===== src/rtl/ex_wb_stage_if.sv =====
// ID/EX -> EX/WB bundle: operand/control inputs from ID/EX plus the write-back,
// forwarding and ID read-port signals returned to the rest of the pipeline.
interface ex_wb_stage_if #(
    parameter int DATA_W  = 8,
    parameter int RADDR_W = 3,
    parameter int CNT_W   = 16
);
    logic [DATA_W-1:0]  id_ex_rddata;
    logic [RADDR_W-1:0] id_ex_rs;
    logic [RADDR_W-1:0] id_ex_rd;
    logic               id_ex_regwr;
    logic               id_ex_alusrc;
    logic [RADDR_W-1:0] id_rd_addr;
    logic [DATA_W-1:0]  id_rd_data;
    logic [DATA_W-1:0]  wb_data;
    logic [RADDR_W-1:0] wb_rd;
    logic               wb_regwr;
    logic               fwd_a;
    logic               fwd_b;
    logic [CNT_W-1:0]   retire_cnt;

    modport master (
        output id_ex_rddata, id_ex_rs, id_ex_rd, id_ex_regwr, id_ex_alusrc, id_rd_addr,
        input  id_rd_data, wb_data, wb_rd, wb_regwr, fwd_a, fwd_b, retire_cnt
    );

    modport slave (
        input  id_ex_rddata, id_ex_rs, id_ex_rd, id_ex_regwr, id_ex_alusrc, id_rd_addr,
        output id_rd_data, wb_data, wb_rd, wb_regwr, fwd_a, fwd_b, retire_cnt
    );
endinterface


===== src/rtl/ex_wb_stage.sv =====
// EX stage with EX/WB register and write-back register file; forwards the EX/WB
// result into EX and writes it through to the ID-stage read port.
module ex_wb_stage #(
    parameter int DATA_W  = 8,
    parameter int RADDR_W = 3,
    parameter int CNT_W   = 16
) (
    input  logic          clock,
    input  logic          reset,
    ex_wb_stage_if.slave  bus
);
    localparam int NUM_REGS = 2**RADDR_W;

    logic [NUM_REGS-1:0][DATA_W-1:0] rf_q;
    logic [DATA_W-1:0]               wb_data_q, wb_data_d;
    logic [RADDR_W-1:0]              wb_rd_q,   wb_rd_d;
    logic                            wb_regwr_q, wb_regwr_d;
    logic [CNT_W-1:0]                retire_q;

    logic              fwd_a, fwd_b;
    logic [DATA_W-1:0] op_a, op_b;

    // Forwarding is gated by wb_regwr so a non-writing instruction never bypasses.
    always_comb begin
        fwd_a = wb_regwr_q && (wb_rd_q == bus.id_ex_rs);
        fwd_b = !bus.id_ex_alusrc && wb_regwr_q && (wb_rd_q == bus.id_ex_rd);
        op_a  = fwd_a ? wb_data_q : rf_q[bus.id_ex_rs];
        op_b  = fwd_b ? wb_data_q : bus.id_ex_rddata;
        wb_data_d  = bus.id_ex_alusrc ? bus.id_ex_rddata : op_a + op_b;
        wb_rd_d    = bus.id_ex_rd;
        wb_regwr_d = bus.id_ex_regwr;
    end

    // rf write uses the pre-edge EX/WB contents while EX/WB reloads.
    always_ff @(posedge clock or negedge reset) begin
        if (!reset) begin
            rf_q       <= '0;
            wb_data_q  <= '0;
            wb_rd_q    <= '0;
            wb_regwr_q <= 1'b0;
            retire_q   <= '0;
        end else begin
            wb_data_q  <= wb_data_d;
            wb_rd_q    <= wb_rd_d;
            wb_regwr_q <= wb_regwr_d;
            if (wb_regwr_q) begin
                rf_q[wb_rd_q] <= wb_data_q;
                retire_q      <= retire_q + CNT_W'(1);
            end
        end
    end

    assign bus.id_rd_data = (wb_regwr_q && (wb_rd_q == bus.id_rd_addr)) ? wb_data_q
                                                                        : rf_q[bus.id_rd_addr];
    assign bus.wb_data    = wb_data_q;
    assign bus.wb_rd      = wb_rd_q;
    assign bus.wb_regwr   = wb_regwr_q;
    assign bus.fwd_a      = fwd_a;
    assign bus.fwd_b      = fwd_b;
    assign bus.retire_cnt = retire_q;
endmodule

===== src/flat_wrapper.sv =====
// flat-port wrapper written by rule: the top's interface ports become plain ports
module ex_wb_stage_flat 
#(
    parameter int DATA_W  = 8,
    parameter int RADDR_W = 3,
    parameter int CNT_W   = 16
)
  (clock, reset, bus_id_ex_rddata, bus_id_ex_rs, bus_id_ex_rd, bus_id_ex_regwr, bus_id_ex_alusrc, bus_id_rd_addr, bus_id_rd_data, bus_wb_data, bus_wb_rd, bus_wb_regwr, bus_fwd_a, bus_fwd_b, bus_retire_cnt);
  ex_wb_stage_if #(.DATA_W(DATA_W), .RADDR_W(RADDR_W), .CNT_W(CNT_W)) bus_i ();
  input  logic clock;
  input  logic reset;
  input wire logic [$bits(bus_i.id_ex_rddata)-1:0] bus_id_ex_rddata;
  input wire logic [$bits(bus_i.id_ex_rs)-1:0] bus_id_ex_rs;
  input wire logic [$bits(bus_i.id_ex_rd)-1:0] bus_id_ex_rd;
  input wire logic [$bits(bus_i.id_ex_regwr)-1:0] bus_id_ex_regwr;
  input wire logic [$bits(bus_i.id_ex_alusrc)-1:0] bus_id_ex_alusrc;
  input wire logic [$bits(bus_i.id_rd_addr)-1:0] bus_id_rd_addr;
  output wire logic [$bits(bus_i.id_rd_data)-1:0] bus_id_rd_data;
  output wire logic [$bits(bus_i.wb_data)-1:0] bus_wb_data;
  output wire logic [$bits(bus_i.wb_rd)-1:0] bus_wb_rd;
  output wire logic [$bits(bus_i.wb_regwr)-1:0] bus_wb_regwr;
  output wire logic [$bits(bus_i.fwd_a)-1:0] bus_fwd_a;
  output wire logic [$bits(bus_i.fwd_b)-1:0] bus_fwd_b;
  output wire logic [$bits(bus_i.retire_cnt)-1:0] bus_retire_cnt;
  assign bus_i.id_ex_rddata = bus_id_ex_rddata;
  assign bus_i.id_ex_rs = bus_id_ex_rs;
  assign bus_i.id_ex_rd = bus_id_ex_rd;
  assign bus_i.id_ex_regwr = bus_id_ex_regwr;
  assign bus_i.id_ex_alusrc = bus_id_ex_alusrc;
  assign bus_i.id_rd_addr = bus_id_rd_addr;
  assign bus_id_rd_data = bus_i.id_rd_data;
  assign bus_wb_data = bus_i.wb_data;
  assign bus_wb_rd = bus_i.wb_rd;
  assign bus_wb_regwr = bus_i.wb_regwr;
  assign bus_fwd_a = bus_i.fwd_a;
  assign bus_fwd_b = bus_i.fwd_b;
  assign bus_retire_cnt = bus_i.retire_cnt;
  ex_wb_stage #(.DATA_W(DATA_W), .RADDR_W(RADDR_W), .CNT_W(CNT_W)) u_core (.clock(clock), .reset(reset), .bus(bus_i));
endmodule

===== config.mk =====
export PLATFORM = sky130hd
export DESIGN_NAME = ex_wb_stage_flat
export DESIGN_NICKNAME = d
export VERILOG_FILES = /design/src/rtl/ex_wb_stage_if.sv /design/src/rtl/ex_wb_stage.sv /design/src/flat_wrapper.sv
export SDC_FILE = /design/constraint.sdc
export NUM_CORES = 1
export LEC_CHECK = 0
export BUFFER_PORTS_ARGS = -buffer_cell sky130_fd_sc_hd__buf_2
export CORE_ASPECT_RATIO = 0.6
export CORE_UTILIZATION = 41
export DETAILED_ROUTE_END_ITERATION = 8
export PLACE_DENSITY = 0.71
export SYNTH_ARGS = -nofsm -noshare
export SYNTH_HDL_FRONTEND = slang
export SYNTH_SLANG_ARGS = --single-unit

===== constraint.sdc =====
create_clock -name clock -period 4 [get_ports clock]
set_input_delay 0.4 -clock clock [delete_from_list [all_inputs] [get_ports clock]]
set_output_delay 0.4 -clock clock [all_outputs]
set_load 0.02 [all_outputs]

; ---- Word level (Yosys, flattened, before mapping)
; Index checks and enable logic that the tools add are counted.
[word_totals]
reg_bits = 92
in_bits = 21
output_inout_bits = 38
elab_cells = 38
[op_classes]
n_addsub = 2
magnitude_cmp = 4
n_eq_ne = 3
n_mux = 11
n_reduce_logical = 6
[op_table]
columns = op, count
row1 = $bwmux W64, 1
row2 = $mux W8, 7
row3 = $bmux W8 S3, 2
row4 = $demux W8 S3, 1
row5 = $add A16 B1 Y16 const B, 1
row6 = $lt A3 B4 Y1 const B, 3
row7 = $eq A3 B3 Y1, 3
row8 = $add A8 B8 Y8, 1
row9 = $logic_and A1 B1 Y1, 5
row10 = $ge A3 B1 Y1 const B, 1
row11 = $logic_not A1 Y1, 1

; ---- Depth between registers and ports, before layout
[depth]
ltp_word = 6
depth_mapped = 17
mapped_depth_nobuf = 15

; ---- Worst setup path before layout
; OpenSTA, ideal clock, no wires.
[synth_timing]
path_kind = register -> register
from = register u_core.wb_rd_q[0] (netlist: u_core.bus.wb_rd[0])
to = register u_core.wb_data_q[7] (netlist: u_core.bus.wb_data[7])
arrival_ns = 2.900
required_time_ns = 3.874
path_slack_ns = 0.974
stages_incl_launch_ff = 14
period_less_slack_ns = 3.026
path_cell_list = dfrtp_1 clkbuf_1 xnor2_1 nand3_1 buf_4 mux2i_1 inv_1 ha_1 a21oi_1 o211ai_1 o41a_1 a211oi_1 nor3_2 o311a_1
[synth_via]
elab_chain_len = 5
[synth_lines]
columns = item, line_no
row1 = "start, declared", ex_wb_stage.sv:16  ; logic [RADDR_W-1:0] wb_rd_q, wb_rd_d;
row2 = "start signal, assigned", ex_wb_stage.sv:44  ; wb_rd_q <= wb_rd_d;
row3 = "$eq A3 B3 Y1, on equally long branches", "ex_wb_stage.sv:25, ex_wb_stage.sv:26"
row4 = "$logic_and A1 B1 Y1, on equally long branches", "ex_wb_stage.sv:25, ex_wb_stage.sv:26"
row5 = "$mux W8, on equally long branches", "ex_wb_stage.sv:27, ex_wb_stage.sv:28"
row6 = $add A8 B8 Y8 (*), ex_wb_stage.sv:29  ; wb_data_d = bus.id_ex_alusrc ? bus.id_ex_rddata : op_a + op_b;
row7 = $mux W8 (*), ex_wb_stage.sv:29
row8 = via u_core.wb_data_d[7], ex_wb_stage.sv:15  ; logic [DATA_W-1:0] wb_data_q, wb_data_d;
row9 = "end signal, assigned", ex_wb_stage.sv:43  ; wb_data_q <= wb_data_d;
row10 = "end, declared", ex_wb_stage.sv:15
; The timed path passes the listed nets; every way through them passes the cells marked *.
; A chain may end at the register's enable or synchronous reset.

; ---- Final worst setup path
[layout_timing]
from = register u_core.wb_rd_q[1] (netlist: u_core.bus.wb_rd[1])
to = register u_core.wb_data_q[6] (netlist: u_core.bus.wb_data[6])
; Same word-level chain as after synthesis.

==> results.ini <==
[setup_path]
worst-path-stages=15
crit_path_cell_trace=xor2_1 -> nor3b_1 -> nand3_1 -> inv_2 -> nand2_1 -> nand2_1 -> ha_1 -> inv_1 -> fa_1 -> nor2b_1 -> o21ai_1 -> a21boi_1 -> o21ai_1 -> nor3b_1 -> o31ai_1
cpLargestDelayFamily=simple AND/OR/NAND/NOR gates
crit_slowest_cell=dfrtp_1
critPathRequiredTime_ps=4240
r2r-end=u_core.bus.wb_data[6]
crit_path_max_fanout=11
ff2ff_setup_slack_ps=420
max_stage_delay_ps=510
reg2reg_depth=15
startpoint_type=flip-flop
critical_path_class=reg2reg
critPathArrivalTime_ps=3820
crit_path_end_kind=flip-flop
worst-path-buf-inv=2
r2r-start=u_core.bus.wb_rd[1]

[hold_path]
hold_path.class=in2async

[route]
vias_per_cell=5.59
drc_errors=0
first_pass_iters=5
num_vias=3472
drtIter0Drc=171
drtAntennaViolNets=0
wirelength_um=12300
wl_per_cell_um=19.8

[power_and_ir_drop]
peakVddDrop_uv=459
power_density_mw_per_mm2=705
p_total_uw=4160
p_leak_uw=0.00262

[logic_synthesis]
synth-seq-area-share_pct=44.5
ys_seq_elements=92
synth_edf_count=0
synthCells=403
yosysWarningCount=0
synthesis.area_mm2=0.00518
synth_cell_types=46
syn_area_per_cell_um2=12.8
synth_nets=433
synth_flop_cell=dfrtp_1
async_flop_share_pct=100

[cells_and_area]
diodes=0
nets=481
drive_gt1_share_pct=30.9
area_growth_pct=14.0
final_cells=621

[timing]
skew_ps=10.0
slew_headroom_pct=28.7
period_needed_ps=3580
slew_viol_final=0
rsz0062_at_grt=false
worstMarginPinSlew_ps=1060
fin_crit_sh_pct=89.4
setup_tns_ps=0
setup_viol=0
hold_viol=0
max_freq_mhz=280

[die]
chipHeight_um=89.0
dieWidth_um=147
io_pins=59
rows=31
die-area_mm2=0.0131
initial_utilization_pct=42.5
core_mm2=0.0122

[clock_network]
cts_resized=0
root_buffer=clkbuf_16
cts.clk_slew.worst_paths_ps=70
postCtsHoldBufs=0
clk_latency_ps=350
h-tree-depth=3
cts_buffer_depth=2
cts_tree=built
cts_made_buffers=9
cts_sinks=92
postCtsSetupBuffers=0

[place]
port-buffer-count=58
dp.cells=605
dpl.hpwl_um=8690
place.gp.congestion=0.833

[status]
status=finished clean

[grt]
grt_pass1_wl_um=19500
grt_pass1_vias=3420
antenna_found_initial=0
grt_overflow_total=0
grt_use_total_pct=20.2
grt_max_degree=68

[job]
maxCapViolCount=0

==> how the worst max path moves through the flow <==
stage                              from                    end  slack [ps]
floorplan           u_core.bus.wb_rd[0]  u_core.bus.wb_data[7]         970
global placement    u_core.bus.wb_rd[1]  u_core.bus.wb_data[7]         650
detailed placement  u_core.bus.wb_rd[1]  u_core.bus.wb_data[6]         500
CTS                 u_core.bus.wb_rd[1]  u_core.bus.wb_data[6]         470
global route        u_core.bus.wb_rd[1]  u_core.bus.wb_data[7]         140
finish              u_core.bus.wb_rd[1]  u_core.bus.wb_data[6]         420
==> sequential cells by signal, summed over array words and instances, names as in the netlist <==
name / count
u_core.bus.retire_cnt: 16
u_core.bus.wb_regwr: 1
u_core.rf_q: 64
u_core.bus.wb_data: 8
u_core.bus.wb_rd: 3
==> report_power, final <==
group	total (uW)	switching, uW	internal [uW]
logic	1460	672	793
registers	1750	424	1330
clock network	942	385	558
==> per-stage QoR <==
stage | instance area [um^2] | utilization, % | setup slack [ps] | hold slack, ps
final | 5900 | 48.4 | 423 | 161
after global routing | 5900 | 48.4 | 141 | 143
after CTS | 5900 | 48.4 | 471 | 149
after detailed placement | 5570 | 45.8 | 497 | 451
after global placement | 5570 | 45.8 | 649 | 454
after floorplan | 5180 | - | 974 | 104
==> Yosys cell counts, types with 8 or more instances <==
| library cell | count | area, um^2 |
|---|---|---|
| inv_1 | 8 | 30.0 |
| nand4_1 | 9 | 56.3 |
| nand2_1 | 33 | 124 |
| clkbuf_1 | 15 | 56.3 |
| a21oi_1 | 16 | 80.1 |
| xor2_1 | 9 | 78.8 |
| mux2_2 | 23 | 259 |
| dfrtp_1 | 92 | 2300 |
| nor2_1 | 25 | 93.8 |
| mux2_1 | 43 | 484 |
| ha_1 | 8 | 100 |
| xnor2_1 | 20 | 175 |
| mux4_2 | 28 | 631 |
| mux2i_1 | 16 | 160 |
==> placed cells by master (no fill, tap or decap), types with 2 or more instances in the layout <==
cell type,Yosys,final
nand2_1,33,33
xor2_1,9,9
nand3_1,4,4
mux4_1,4,4
mux2_1,43,43
buf_4,2,6
inv_1,8,8
dfrtp_1,92,92
o21ai_0,2,2
mux2i_1,16,16
nor2_1,25,25
nor3_1,2,2
mux2_2,23,23
bufinv_16,0,2
inv_6,0,3
clkbuf_16,0,9
mux4_2,28,28
nand4_1,9,9
buf_2,4,57
ha_1,8,8
inv_2,2,2
o21ai_1,4,4
nor3b_1,2,2
o31ai_1,2,2
xnor2_1,20,20
a21oi_1,16,16
nor3_2,3,3
nor3b_2,2,2
nand4b_1,4,4
==> per-layer routing <==
layer  GRT usage [%]  routed length [um]  vias to the layer above
met4            5.44                 116                        0
met3            5.97                1010                       10
met1            29.6                5870                     1783
met5               0                   0                        -
met2            29.1                5310                      109
li1                -                   -                     1570
==> kinds of logic (layout without fill, tap and decap cells) <==
group / count (synthesis) / count (layout) / synth area share, %
AND/OR/NAND/NOR: 90 / 90 / 8.92
adder cells (fa/ha/maj): 9 / 9 / 2.32
buffers and inverters: 36 / 89 / 3.46
flip-flops: 92 / 92 / 44.5
XOR/XNOR: 29 / 29 / 4.91
AO/OA/AOI/OAI: 31 / 31 / 3.55
multiplexers: 116 / 116 / 32.4
==> final cells by class <==
type | instances | area, um^2
Fill cell | 1092 | 6280
Multi-Input combinational cell | 275 | 2700
Timing Repair Buffer | 63 | 330
Clock inverter | 7 | 103
Tap cell | 165 | 206
Clock buffer | 9 | 225
Sequential cell | 92 | 2300
Inverter | 10 | 37.5
Power figures use the tool's default switching activity.
